[config.mk]
export PLATFORM = sky130hd
export DESIGN_NAME = rf_wb_arbiter
export DESIGN_NICKNAME = d
export VERILOG_FILES = /design/src/rtl/rf_wb_pkg.sv /design/src/rtl/rf_wb_fifo.sv /design/src/rtl/rf_wb_arbiter.sv
export SDC_FILE = /design/constraint.sdc
export NUM_CORES = 1
export LEC_CHECK = 0
export BUFFER_PORTS_ARGS = -buffer_cell sky130_fd_sc_hd__buf_2
export CAP_MARGIN = 20
export CORE_UTILIZATION = 63
export CTS_BUF_LIST = sky130_fd_sc_hd__clkbuf_8 sky130_fd_sc_hd__clkbuf_16
export DETAILED_ROUTE_END_ITERATION = 8
export PLACE_DENSITY = 0.87
export REMOVE_ABC_BUFFERS = 1
export SYNTH_ARGS = -nofsm -noshare
export SYNTH_HDL_FRONTEND = slang
export SYNTH_SLANG_ARGS = --single-unit
[constraint.sdc]
create_clock -name clk -period 15 [get_ports clk]
set_clock_uncertainty 0.2 [all_clocks]
set_input_delay 1.5 -clock clk [delete_from_list [all_inputs] [get_ports clk]]
set_output_delay 1.5 -clock clk [all_outputs]
set_load 0.02 [all_outputs]
[src/rtl/rf_wb_pkg.sv]
// rf_wb_pkg: shared constants, the queue entry type, the requester enum and
// the free-slot helper used by the register-file writeback arbiter.
package rf_wb_pkg;

    localparam int RF_WB_DEPTH  = 4;
    localparam int RF_WB_CNT_W  = 3;
    localparam int RF_WB_RD_W   = 5;
    localparam int RF_WB_DATA_W = 32;

    typedef struct packed {
        logic [RF_WB_RD_W-1:0]   rd;
        logic [RF_WB_DATA_W-1:0] data;
    } wb_entry_t;

    typedef enum logic {
        REQ_MEM = 1'b0,
        REQ_ALU = 1'b1
    } wb_req_e;

    // The head pops every cycle it is valid, so its slot is reusable the same cycle.
    function automatic logic [RF_WB_CNT_W-1:0] free_slots(input logic [RF_WB_CNT_W-1:0] cnt);
        return RF_WB_CNT_W'(RF_WB_DEPTH) - cnt + {2'b00, (cnt != '0)};
    endfunction

endpackage

[src/rtl/rf_wb_fifo.sv]
// rf_wb_fifo: 4-entry in-order write queue, up to two pushes and one pop per
// cycle, with per-entry destination compares against two source registers.
// Storage is not reset; only pointers and count are.
module rf_wb_fifo
    import rf_wb_pkg::*;
(
    input  logic                   clk,
    input  logic                   rst,
    input  logic                   push0,
    input  wb_entry_t              push0_ent,
    input  logic                   push1,
    input  wb_entry_t              push1_ent,
    input  logic                   pop,
    input  logic [RF_WB_RD_W-1:0]  ra,
    input  logic [RF_WB_RD_W-1:0]  rb,
    output wb_entry_t              head,
    output logic [RF_WB_CNT_W-1:0] count,
    output logic [RF_WB_DEPTH-1:0] hit_a,
    output logic [RF_WB_DEPTH-1:0] hit_b
);

    wb_entry_t                slots [RF_WB_DEPTH];
    logic [1:0]               rd_ptr;
    logic [1:0]               wr_ptr;
    logic                     pop_ok;
    logic [RF_WB_DEPTH-1:0]   valid;

    assign pop_ok = pop && (count != '0);
    assign head   = slots[rd_ptr];

    // Control state: pointers and occupancy.
    always_ff @(posedge clk) begin
        if (rst) begin
            rd_ptr <= '0;
            wr_ptr <= '0;
            count  <= '0;
        end else begin
            rd_ptr <= rd_ptr + 2'(pop_ok);
            wr_ptr <= wr_ptr + 2'(push0) + 2'(push1);
            count  <= count + RF_WB_CNT_W'(push0) + RF_WB_CNT_W'(push1) - RF_WB_CNT_W'(pop_ok);
        end
    end

    // Entry storage: push0 lands first, push1 directly behind it.
    always_ff @(posedge clk) begin
        if (push0) slots[wr_ptr] <= push0_ent;
        if (push1) slots[wr_ptr + 2'd1] <= push1_ent;
    end

    // Occupancy per slot and destination-register matches for hazard detection.
    always_comb begin
        valid = '0;
        hit_a = '0;
        hit_b = '0;
        for (int i = 0; i < RF_WB_DEPTH; i++) begin
            valid[i] = ({1'b0, 2'(i) - rd_ptr} < count);
            hit_a[i] = valid[i] && (slots[i].rd == ra);
            hit_b[i] = valid[i] && (slots[i].rd == rb);
        end
    end

endmodule

[src/rtl/rf_wb_arbiter.sv]
// rf_wb_arbiter: arbitrates load and ALU writebacks into a 4-entry queue that
// retires one register-file write per cycle, and flags decode-stage hazards.
// Optional macro RF_WB_RR_EN: alternate mem/alu priority on contention cycles;
// undefined, mem always wins and no priority state exists.
module rf_wb_arbiter
    import rf_wb_pkg::*;
(
    input  logic                    clk,
    input  logic                    rst,
    input  logic                    mem_req,
    input  logic [RF_WB_RD_W-1:0]   mem_rd,
    input  logic [RF_WB_DATA_W-1:0] mem_data,
    output logic                    mem_gnt,
    input  logic                    alu_req,
    input  logic [RF_WB_RD_W-1:0]   alu_rd,
    input  logic [RF_WB_DATA_W-1:0] alu_data,
    output logic                    alu_gnt,
    output logic                    rf_write,
    output logic [RF_WB_RD_W-1:0]   rf_rd,
    output logic [RF_WB_DATA_W-1:0] rf_data,
    input  logic [RF_WB_RD_W-1:0]   ra,
    input  logic [RF_WB_RD_W-1:0]   rb,
    output logic                    hazard_a,
    output logic                    hazard_b,
    output logic [RF_WB_CNT_W-1:0]  count
);

    wb_entry_t                mem_ent;
    wb_entry_t                alu_ent;
    wb_entry_t                push0_ent;
    wb_entry_t                push1_ent;
    wb_entry_t                head;
    logic                     push0;
    logic                     push1;
    logic                     mem_nz;
    logic                     alu_nz;
    logic                     both_nz;
    logic                     mem_win;
    logic                     alu_win;
    logic                     mem_first;
    logic [RF_WB_CNT_W-1:0]   free;
    logic [RF_WB_DEPTH-1:0]   hit_a;
    logic [RF_WB_DEPTH-1:0]   hit_b;

    assign mem_ent = {mem_rd, mem_data};
    assign alu_ent = {alu_rd, alu_data};
    assign mem_nz  = mem_req && (mem_rd != '0);
    assign alu_nz  = alu_req && (alu_rd != '0);
    assign both_nz = mem_nz && alu_nz;
    assign free    = free_slots(count);

`ifdef RF_WB_RR_EN
    wb_req_e prio;

    // Priority pointer flips once a contention winner has been chosen.
    always_ff @(posedge clk) begin
        if (rst) begin
            prio <= REQ_MEM;
        end else if (both_nz && (free != '0)) begin
            prio <= (prio == REQ_MEM) ? REQ_ALU : REQ_MEM;
        end
    end

    assign mem_first = (prio == REQ_MEM);
`else
    assign mem_first = 1'b1;
`endif

    // Grants and queue pushes; rd=0 requests are acknowledged without a slot.
    always_comb begin
        mem_win   = 1'b0;
        alu_win   = 1'b0;
        mem_gnt   = 1'b0;
        alu_gnt   = 1'b0;
        push0     = 1'b0;
        push1     = 1'b0;
        push0_ent = mem_ent;
        push1_ent = alu_ent;
        if (!rst) begin
            if (free >= 3'd2) begin
                mem_win = mem_nz;
                alu_win = alu_nz;
            end else if (free == 3'd1) begin
                if (both_nz) begin
                    mem_win = mem_first;
                    alu_win = !mem_first;
                end else begin
                    mem_win = mem_nz;
                    alu_win = alu_nz;
                end
            end
            mem_gnt = mem_win || (mem_req && (mem_rd == '0));
            alu_gnt = alu_win || (alu_req && (alu_rd == '0));
            if (mem_win && alu_win) begin
                push0 = 1'b1;
                push1 = 1'b1;
                if (!mem_first) begin
                    push0_ent = alu_ent;
                    push1_ent = mem_ent;
                end
            end else if (mem_win) begin
                push0 = 1'b1;
            end else if (alu_win) begin
                push0     = 1'b1;
                push0_ent = alu_ent;
            end
        end
    end

    rf_wb_fifo u_fifo (
        .clk       (clk),
        .rst       (rst),
        .push0     (push0),
        .push0_ent (push0_ent),
        .push1     (push1),
        .push1_ent (push1_ent),
        .pop       (count != '0),
        .ra        (ra),
        .rb        (rb),
        .head      (head),
        .count     (count),
        .hit_a     (hit_a),
        .hit_b     (hit_b)
    );

    // Register-bank write port driven straight from the queue head.
    always_comb begin
        rf_write = 1'b0;
        rf_rd    = '0;
        rf_data  = '0;
        if (!rst && (count != '0)) begin
            rf_write = 1'b1;
            rf_rd    = head.rd;
            rf_data  = head.data;
        end
    end

    assign hazard_a = !rst && (ra != '0) && (|hit_a);
    assign hazard_b = !rst && (rb != '0) && (|hit_b);

endmodule

==> results.md, run 1 <==
- Data on the critical path arrives at its endpoint at roughly 3000 ps.
- The hold violation count in the final report is 0.
- The worst setup path is launched from an input port.
- The sink of the worst hold path is u_fifo.wr_ptr[1]$_SDFF_PP0_.
- The initial antenna violation count is 5.
- The H-tree level count is 4.
- At the worst endpoint, the required time is 13,300 ps.
- The number of flops mapped to enable cells by yosys is approximately 150.
- The met3 track demand over resource in global routing is 6.413%.
- The clock tree from TritonCTS is yes.
- The number of buffers created by CTS is 17.
- In this run the most critical hold path is launched from u_fifo.wr_ptr[1]$_SDFF_PP0_.
- The dominant synthesized flop cell is sky130_fd_sc_hd__edfxtp_1.
- Counting flops and latches in the post-synthesis netlist gives ~160.
- In this run the register-to-register setup slack is between 10,000 and 15,000 ps.
- In this run, post-CTS repair resized a total of 0 instances.
- The post-placement cell count is ~850.
- The cell row count is 43.
- The biggest area consumer among synthesized cells is sky130_fd_sc_hd__edfxtp_1.
- The final-layout setup total negative slack is 0 ps.
- Once detail routing completed, the nets flagged for antenna violations numbered 0.
- The maximum fanout encountered on the critical timing path is 7.
- The fraction of registers with async set/reset is 0%.
- Once detailed placement completed, the half-perimeter wirelength came to between 10 and 15 mm.
- The warning count from the yosys run is 0.
- The die span in y is about 120 um.
- The via count of the first global-routing pass came to approximately 5.8k.
- The pin count of the biggest net entering global routing is 44.
- The shortest clock period the worst path allows after layout is 4701 ps.
- The net total in the final layout is 784.
- The non-filler instance count after layout is 883.
- The synthesized design devotes to its leading area cell type about half of total area.
- The average size of a mapped cell is about 16 sq um.
- The die area is 14,970 sq um.
- The post-synthesis cell count is around 570.
- Sequential elements use ~50% of the synthesized area.
- The clock-pin slew on the worst setup and hold paths is ~70 ps.
- Measured on the finished design, the core utilization comes to approximately 76%.
- During placement, the flow inserted port buffers numbering 132.
- The worst register-to-register path ends at u_fifo.count[2]$_SDFF_PP0_.
- The count of clock tree sinks is between 150 and 200.
- The via count of the routed design is 5,569.
- The worst register-to-register path begins at u_fifo.count[1]$_SDFF_PP0_.
- The number of iterations in the first detailed-routing pass is 4.
- The detail-routed via count per cell is around 6.3.
- The worst-margin pin slew is around 860 ps.
- Global routing used between 20 and 30% of the available tracks.
- The total routed wirelength is approximately 21 mm.
- In the routed design, unresolved DRC markers number 0.
- Hold repair after CTS inserted 0 buffers.
- Max-cap violations in this run came to 0.
- In this run the standard cell core region covers about 14,000 sq um.
- The worst setup path is of the in -> out kind.
- The clock root buffer is sky130_fd_sc_hd__clkbuf_16.
- The worst-skew pair later-pin latency is 420 ps.
- The average detailed-routed wire length per instance is 23.48 um.
- Based on the critical path, the design can be clocked at up to between 200 and 250 MHz.
- Global routing used between 40 and 50% of the available met2 tracks.
- Of the available clock period, the critical path in the final layout requires around a third.
- In this run, the number of DRC markers left after iteration 0 of detailed routing was slightly above 500.
- The busiest layer in global routing is met2.
- For this design the ratio of total power to cell area is around 160 nW/um^2.
- The congestion estimate from routability-driven global placement came to a little under 0.9.
- The die span in x is between 100 and 150 um.
- The worst register-to-register path has a depth of 12.
- The number of failing setup endpoints in the final timing report is 0.
- The wire length of the first global-routing pass is about 31 mm.
- Of the cells placed in the final design, the portion with a size suffix greater than 1 is about 54%.
- The class of the tightest hold or removal check is reg -> reg.
- The run finished with clean final reports.
- The post-synth design cell area is 9126 sq um.
- In this run the tightest slew margin relative to its limit is a little over two fifths.
- The clock passes through at most 2 buffers.
- IR analysis of the VDD net gives a maximum drop of approximately 100 uV.
- In the final layout, the multi-input gates occupy ~4300 sq um.
- The number of pins exceeding their max-slew limit in the final report is 0.
- The area growth from synthesis to layout is 15.82%.
- In this run, distinct cell masters in the synthesized netlist total 38.
- Fill cells in the final layout number between 800 and 900.
- The register area is roughly 4600 sq um.
- Summed over all cells, the static leakage comes to 4.433 nW.
- By area the synthesized netlist is led by sky130_fd_sc_hd__edfxtp_1, sky130_fd_sc_hd__mux2_4, sky130_fd_sc_hd__mux4_2.
- The endpoint type of the worst setup path is a primary output.
- Setup repair after global routing left no endpoint under its margin.
- The initial utilization of the core area, before any placement, comes to roughly two thirds.
- The met1 demand-to-capacity share in global routing is a little under two fifths.
- For this run the aggregate overflow at the end of global routing stands at 0.
- Pin placement for this block handled 133 I/O pins.
- Buffers added to address setup during post-CTS repair amount to 0.
- The number of cells on the worst hold path is 2.
[synth_stat cells, types with 2 or more instances]
cell / n
sky130_fd_sc_hd__a21oi_1: 6
sky130_fd_sc_hd__and2_1: 2
sky130_fd_sc_hd__and3_1: 38
sky130_fd_sc_hd__buf_1: 2
sky130_fd_sc_hd__buf_2: 4
sky130_fd_sc_hd__buf_6: 12
sky130_fd_sc_hd__clkbuf_1: 24
sky130_fd_sc_hd__dfxtp_1: 7
sky130_fd_sc_hd__edfxtp_1: 148
sky130_fd_sc_hd__fa_1: 3
sky130_fd_sc_hd__ha_1: 5
sky130_fd_sc_hd__inv_1: 7
sky130_fd_sc_hd__mux2_2: 28
sky130_fd_sc_hd__mux2_4: 120
sky130_fd_sc_hd__mux4_2: 37
sky130_fd_sc_hd__nand2_1: 10
sky130_fd_sc_hd__nand2b_1: 3
sky130_fd_sc_hd__nand3_1: 8
sky130_fd_sc_hd__nor2_1: 18
sky130_fd_sc_hd__nor2b_1: 3
sky130_fd_sc_hd__nor3_1: 10
sky130_fd_sc_hd__o21ai_4: 5
sky130_fd_sc_hd__o221a_2: 2
sky130_fd_sc_hd__o22ai_1: 6
sky130_fd_sc_hd__or4_1: 2
sky130_fd_sc_hd__xnor2_1: 22
sky130_fd_sc_hd__xor2_1: 26
[critical path, stage by stage]
cell	delay (ps)
sky130_fd_sc_hd__buf_2	130
sky130_fd_sc_hd__or4_4	570
sky130_fd_sc_hd__o21ai_4	350
sky130_fd_sc_hd__o21ai_0	130
sky130_fd_sc_hd__a21oi_1	140
sky130_fd_sc_hd__buf_2	170
[metrics by stage]
step                      power, mW  instance area (sq um)  hold WS [ps]  setup slack, ps
after floorplan               1.019                   8874         360.0             9385
after global placement        1.177                   9881         402.2            10310
after detailed placement      1.196                   9881         436.5            10300
after CTS                     1.683                  10570         456.6            10300
after global routing          1.745                  10570         513.6            10220
final                         1.676                  10570         468.0            10300
[cells by family (layout without fill, tap and decap cells)]
| logic type | count (synthesis) | in the layout | share of synthesized area (%) |
|---|---|---|---|
| xor+xnor | 48 | 48 | 4.606 |
| compound gates | 24 | 24 | 2.386 |
| simple gates | 99 | 99 | 6.005 |
| flops | 155 | 155 | 50.23 |
| buf+inv | 49 | 181 | 3.057 |
| fa+ha+maj | 8 | 8 | 1.344 |
| other cells | 1 | 3 | 0.04109 |
| mux | 185 | 185 | 32.33 |
[layout by cell type (no fill, tap or decap), types with 17 or more instances in the layout]
cell type and n:
sky130_fd_sc_hd__mux4_2 37, sky130_fd_sc_hd__nor2_1 17, sky130_fd_sc_hd__mux2_2 28, sky130_fd_sc_hd__mux2_4 120
sky130_fd_sc_hd__xor2_1 26, sky130_fd_sc_hd__clkbuf_16 17, sky130_fd_sc_hd__and3_1 38, sky130_fd_sc_hd__buf_2 132
sky130_fd_sc_hd__edfxtp_1 148, sky130_fd_sc_hd__xnor2_1 22
[registers in the layout (all words and copies together), names as in the netlist]
signal,cells
u_fifo.count,3
u_fifo.wr_ptr,2
u_fifo.slots,148
u_fifo.rd_ptr,2
[power by group]
group | switching [mW] | internal, mW | total, mW
Clock | 0.164 | 0.324 | 0.488
Combinational | 0.305 | 0.276 | 0.581
Sequential | 0.0554 | 0.551 | 0.607
Total | 0.524 | 1.15 | 1.68
[final cells by class]
class                      instances  share of cell area (%)
antenna                            2                 0.04735
clock buffer                      20                   4.415
clock inverter                    12                   2.060
inverter                           7                  0.2486
multi-input combinational        365                   40.72
sequential                       155                   43.42
tap                              180                   2.131
timing repair buffer             142                   6.960
[how the worst max path moves through the flow]
| stage | startpoint | endpoint | slack, ps | cells after the start |
|---|---|---|---|---|
| final | mem_rd[1] | alu_gnt | 10300 | 6 |
| after global routing | mem_rd[1] | alu_gnt | 10220 | 6 |
| after floorplan | rst | u_fifo.slots[1][0]$_DFFE_PP_ | 9380 | 3 |
| after detailed placement | mem_rd[1] | alu_gnt | 10300 | 6 |
| after global placement | mem_rd[1] | alu_gnt | 10310 | 6 |
| after CTS | mem_rd[1] | alu_gnt | 10300 | 6 |
[metal layers]
| layer | part of all wire [%] | wire length [um] |
|---|---|---|
| met1 | 41 | 8567 |
| met3 | 6.4 | 1325 |
| met2 | 50 | 10430 |
| met5 | 0.23 | 48 |
| met4 | 1.8 | 367 |
(Power assumes the default switching activity.)
==> run 2: changes to the inputs <==
--- a/config.mk
+++ b/config.mk
@@ -7,10 +7,10 @@
 export LEC_CHECK = 0
 export BUFFER_PORTS_ARGS = -buffer_cell sky130_fd_sc_hd__buf_2
 export CAP_MARGIN = 20
-export CORE_UTILIZATION = 63
+export CORE_UTILIZATION = 52
 export CTS_BUF_LIST = sky130_fd_sc_hd__clkbuf_8 sky130_fd_sc_hd__clkbuf_16
 export DETAILED_ROUTE_END_ITERATION = 8
-export PLACE_DENSITY = 0.87
+export PLACE_DENSITY = 0.77
 export REMOVE_ABC_BUFFERS = 1
 export SYNTH_ARGS = -nofsm -noshare
 export SYNTH_HDL_FRONTEND = slang
==> constraint.sdc (replaced) <==
create_clock -name clk -period 4.2 [get_ports clk]
set_clock_uncertainty 0.2 [all_clocks]
set_input_delay 0.42 -clock clk [delete_from_list [all_inputs] [get_ports clk]]
set_output_delay 0.42 -clock clk [all_outputs]
set_load 0.02 [all_outputs]
==> results.md, run 2 (synthesis results as in run 1) <==
- The run finished with clean final reports.
- The number of pins exceeding their max-slew limit in the final report came to 0 (unchanged).
- The net total in the final layout is 787 (+0.38%).
- The worst-skew pair later-pin latency came to 420 ps (about the same).
- The sequential share of power is 37.1% (+0.9 points).
- The number of maximum-capacitance violations is 0 (unchanged).
- The number of buffers created by CTS came to 17 (unchanged).
- The half-perimeter wire length after placement is 13.27 mm (+7.4%).
- The maximum VDD drop is 306.1 uV (+200%).
- The buffering stage count on the worst path with inverters included was 1 (-1).
- The die span in x was 134.5 um (+9.9%).
- The total leakage power came to 4.437 nW (about the same).
- The total overflow reported by the global router is 0 (unchanged).
- Leaving out fill and tap cells, the most frequent cells in the layout are sky130_fd_sc_hd__edfxtp_1, sky130_fd_sc_hd__buf_2, sky130_fd_sc_hd__mux2_4, sky130_fd_sc_hd__and3_1, sky130_fd_sc_hd__mux4_2.
- The launch instance of the worst min-delay path is rst.
- The number of I/O port buffers is 132 (unchanged).
- Traced cell by cell, the critical path runs through inv_1 > ha_1 > xor2_1 > a211oi_2 > nor3_1 > nand2_1 > xnor2_1 > fa_1 > fa_1 > xnor2_1 > xnor2_1 > nor2_1.
- STA classifies the critical path startpoint as a register.
- The clock root buffer is sky130_fd_sc_hd__clkbuf_16.
- The worst setup slack for register-to-register paths is 650 ps (-10,690 ps).
- The clock-pin slew on the worst setup and hold paths is 60 ps (about the same).
- The fraction of power spent switching nets is 32.70% (+1.4 points).
- The wire length of the first global-routing pass is 32.42 mm (+3.3%).
- The post-cts resize count is 0 (unchanged).
- The post-CTS repair timing setup buffer count is 0 (unchanged).
- The largest stage delay on the critical path came to 450 ps (-120 ps).
- The standard cell core area is 17,240 sq um (+23%).
- The part of the total power dissipated in combinational logic is 36.5% (+1.8 points).
- The H-tree level count is 4 (unchanged).
- The hold violation count in the final report was 0 (unchanged).
- The commonest non-fill, non-tap cell in the layout is sky130_fd_sc_hd__edfxtp_1.
- The non-filler instance count after layout came to 931 (+5.4%).
- The die span in y is 134.5 um (+9.9%).
- The final cycle utilization of the critical path is a little over four fifths.
- The global placement routability congestion is 0.8953 (about the same).
- Setup repair after global routing left no endpoint under its margin.
- The final-layout setup total negative slack is 0 ps (unchanged).
- The average detailed-routed wire length per instance was 22.39 um (-4.6%).
- The worst-margin pin slew is 723.4 ps (-134.7 ps).
- The pin count of the biggest net entering global routing was 43 (-2.3%).
- The initial antenna violation count was 4 (-1).
- The effective utilization at floorplan is 52.95% (-12 points).
- The total non-filler cell area in the finished layout came to 10,650 sq um (+0.73%).
- Broken down by cell family, the worst path's largest delay share belongs to adder cells.
- The fraction of power consumed by the clock network is 26.5% (-2.6 points).
- The die area is 18,080 sq um (+21%).
- The critical path starts at u_fifo.count[1]$_SDFF_PP0_.
- The total routed wirelength is 20.85 mm (+0.54%).
- The detail-routed via count per cell is 5.872 (-6.9%).
- The hold-fix buffer count after cts came to 0 (unchanged).
- The launch instance of the worst register-to-register path is u_fifo.count[1]$_SDFF_PP0_.
- The post-detailed-route count of antenna-violating nets is 0 (unchanged).
- The relative max-transition margin is 51.66% (+8.9 points).
- The cell that appears most often on the critical path is sky130_fd_sc_hd__xnor2_1.
- The via count of the routed design was 5,467 (-1.8%).
- The power density over the cells is 547.6 nW/um^2 (+250%).
- The power spent charging and discharging nets is 1.907 mW (+260%).
- The critical path is of the reg -> reg type.
- The violation count after the first detailed-routing iteration came to 359 (-30%).
- The count of clock tree sinks came to 155 (unchanged).
- The internal power is 3.924 mW (+240%).
- The number of DRC violations after detailed routing came to 0 (unchanged).
- The number of failing setup endpoints in the final timing report came to 0 (unchanged).
- The flip-flop count of the largest register, all copies and words added is 148 (unchanged).
- The shortest clock period the worst path allows after layout is around 3600 ps.
- The final worst hold slack is 120.6 ps (-347.5 ps).
- The number of iterations in the first detailed-routing pass is 5 (+1).
- The post-placement cell count is 897 (+5.7%).
- The endpoint type of the worst setup path is a register.
- The maximum root-to-sink buffer count is 2 (unchanged).
- The largest register by flop count is u_fifo.slots.
- The clock tree from TritonCTS is yes.
- The timing-limited maximum frequency is 281.4 MHz.
- The signed area change from the synthesized netlist to the final layout is 16.67%.
- The required time of the critical path was 4300 ps (-9000 ps).
- The total placed instance area is 10,050 sq um (+1.7%).
- The maximum fanout encountered on the critical timing path came to 6 (-1).
- The class of the tightest hold or removal check is in -> reg.
- The arrival time at the worst endpoint was 3650 ps (+650 ps).
- The slowest stage cell on the critical path is sky130_fd_sc_hd__dfxtp_1.
- In the final layout, the registers with the most flip-flops are u_fifo.slots x148, u_fifo.count x3.
- The overall track demand over capacity in global routing is 24.23% (-4.9 points).
- The via count of the first global-routing pass came to 5,921 (+2.8%).
- The count of boundary I/O pins is 133 (unchanged).
- The fraction of layout cells with a size suffix above 1 came to 53.84% (-0.088 points).
- The cell row count came to 48 (+12%).
-- run 2: changes by cell type in the layout (fill, tap and decap cells not counted) --
cell                        previous run  this run
sky130_fd_sc_hd__buf_12                0         7
sky130_fd_sc_hd__buf_4                10         6
sky130_fd_sc_hd__bufinv_16             6         3
sky130_fd_sc_hd__clkbuf_8              3         0
sky130_fd_sc_hd__inv_6                 0         3
sky130_fd_sc_hd__clkinv_1              0         2
sky130_fd_sc_hd__clkinv_2              2         3
sky130_fd_sc_hd__clkinv_4              1         2
sky130_fd_sc_hd__inv_1                 8         7
sky130_fd_sc_hd__or3_1                 0         1
sky130_fd_sc_hd__or3_2                 1         0
-- run 2: cell type report --
type / count / area (sq um)
Antenna cell: 2 / 5.005
Clock buffer: 17 / 425.4
Clock inverter: 15 / 171.4
Fill cell: 1265 / 6589
Inverter: 7 / 26.28
Multi-Input combinational cell: 365 / 4303
Sequential cell: 155 / 4589
Tap cell: 225 / 281.5
Timing Repair Buffer: 145 / 845.8
-- run 2: worst paths after layout --
kind,depth (start not counted),to
max,12,u_fifo.count[2]$_SDFF_PP0_
min,2,u_fifo.rd_ptr[1]$_SDFF_PP0_
max reg2reg,12,u_fifo.count[2]$_SDFF_PP0_
min reg2reg,2,u_fifo.wr_ptr[1]$_SDFF_PP0_
-- run 2: routing by layer --
metal	share of wire, %	track usage (%)	up-vias
li1	-	-	2446
met3	8.3	6.306	18
met1	40	29.91	2778
met2	51	41.42	223
met4	0.94	8.177	2
met5	0.058	0	-
-- run 2: per-stage QoR --
stage / worst slack [ps] / util, % / power (mW)
2_1_floorplan: -780.8 / - / 3.638
3_3_place_gp: 775.4 / 58.28 / 4.252
3_5_place_dp: 683.5 / 58.28 / 4.326
4_1_cts: 661.2 / 61.75 / 5.887
5_1_grt: 420.8 / 61.75 / 6.091
6_report: 645.8 / 61.77 / 5.830
-- run 2: power by group through the flow --
stage	logic (mW)	clock network (mW)	registers (mW)
5_1_grt	2.27	1.63	2.19
3_5_place_dp	2.13	0	2.20
2_1_floorplan	1.44	0	2.20
4_1_cts	2.15	1.57	2.16
3_3_place_gp	2.07	0	2.18
6_report	2.13	1.54	2.16
-- run 2: worst register-to-register path, delay by kind of cell (launching register included) --
kind	cells	cell delay (ps)
xor+xnor	4	610
buf+inv	1	210
flops	1	450
fa+ha+maj	3	1070
compound gates	1	410
simple gates	3	480
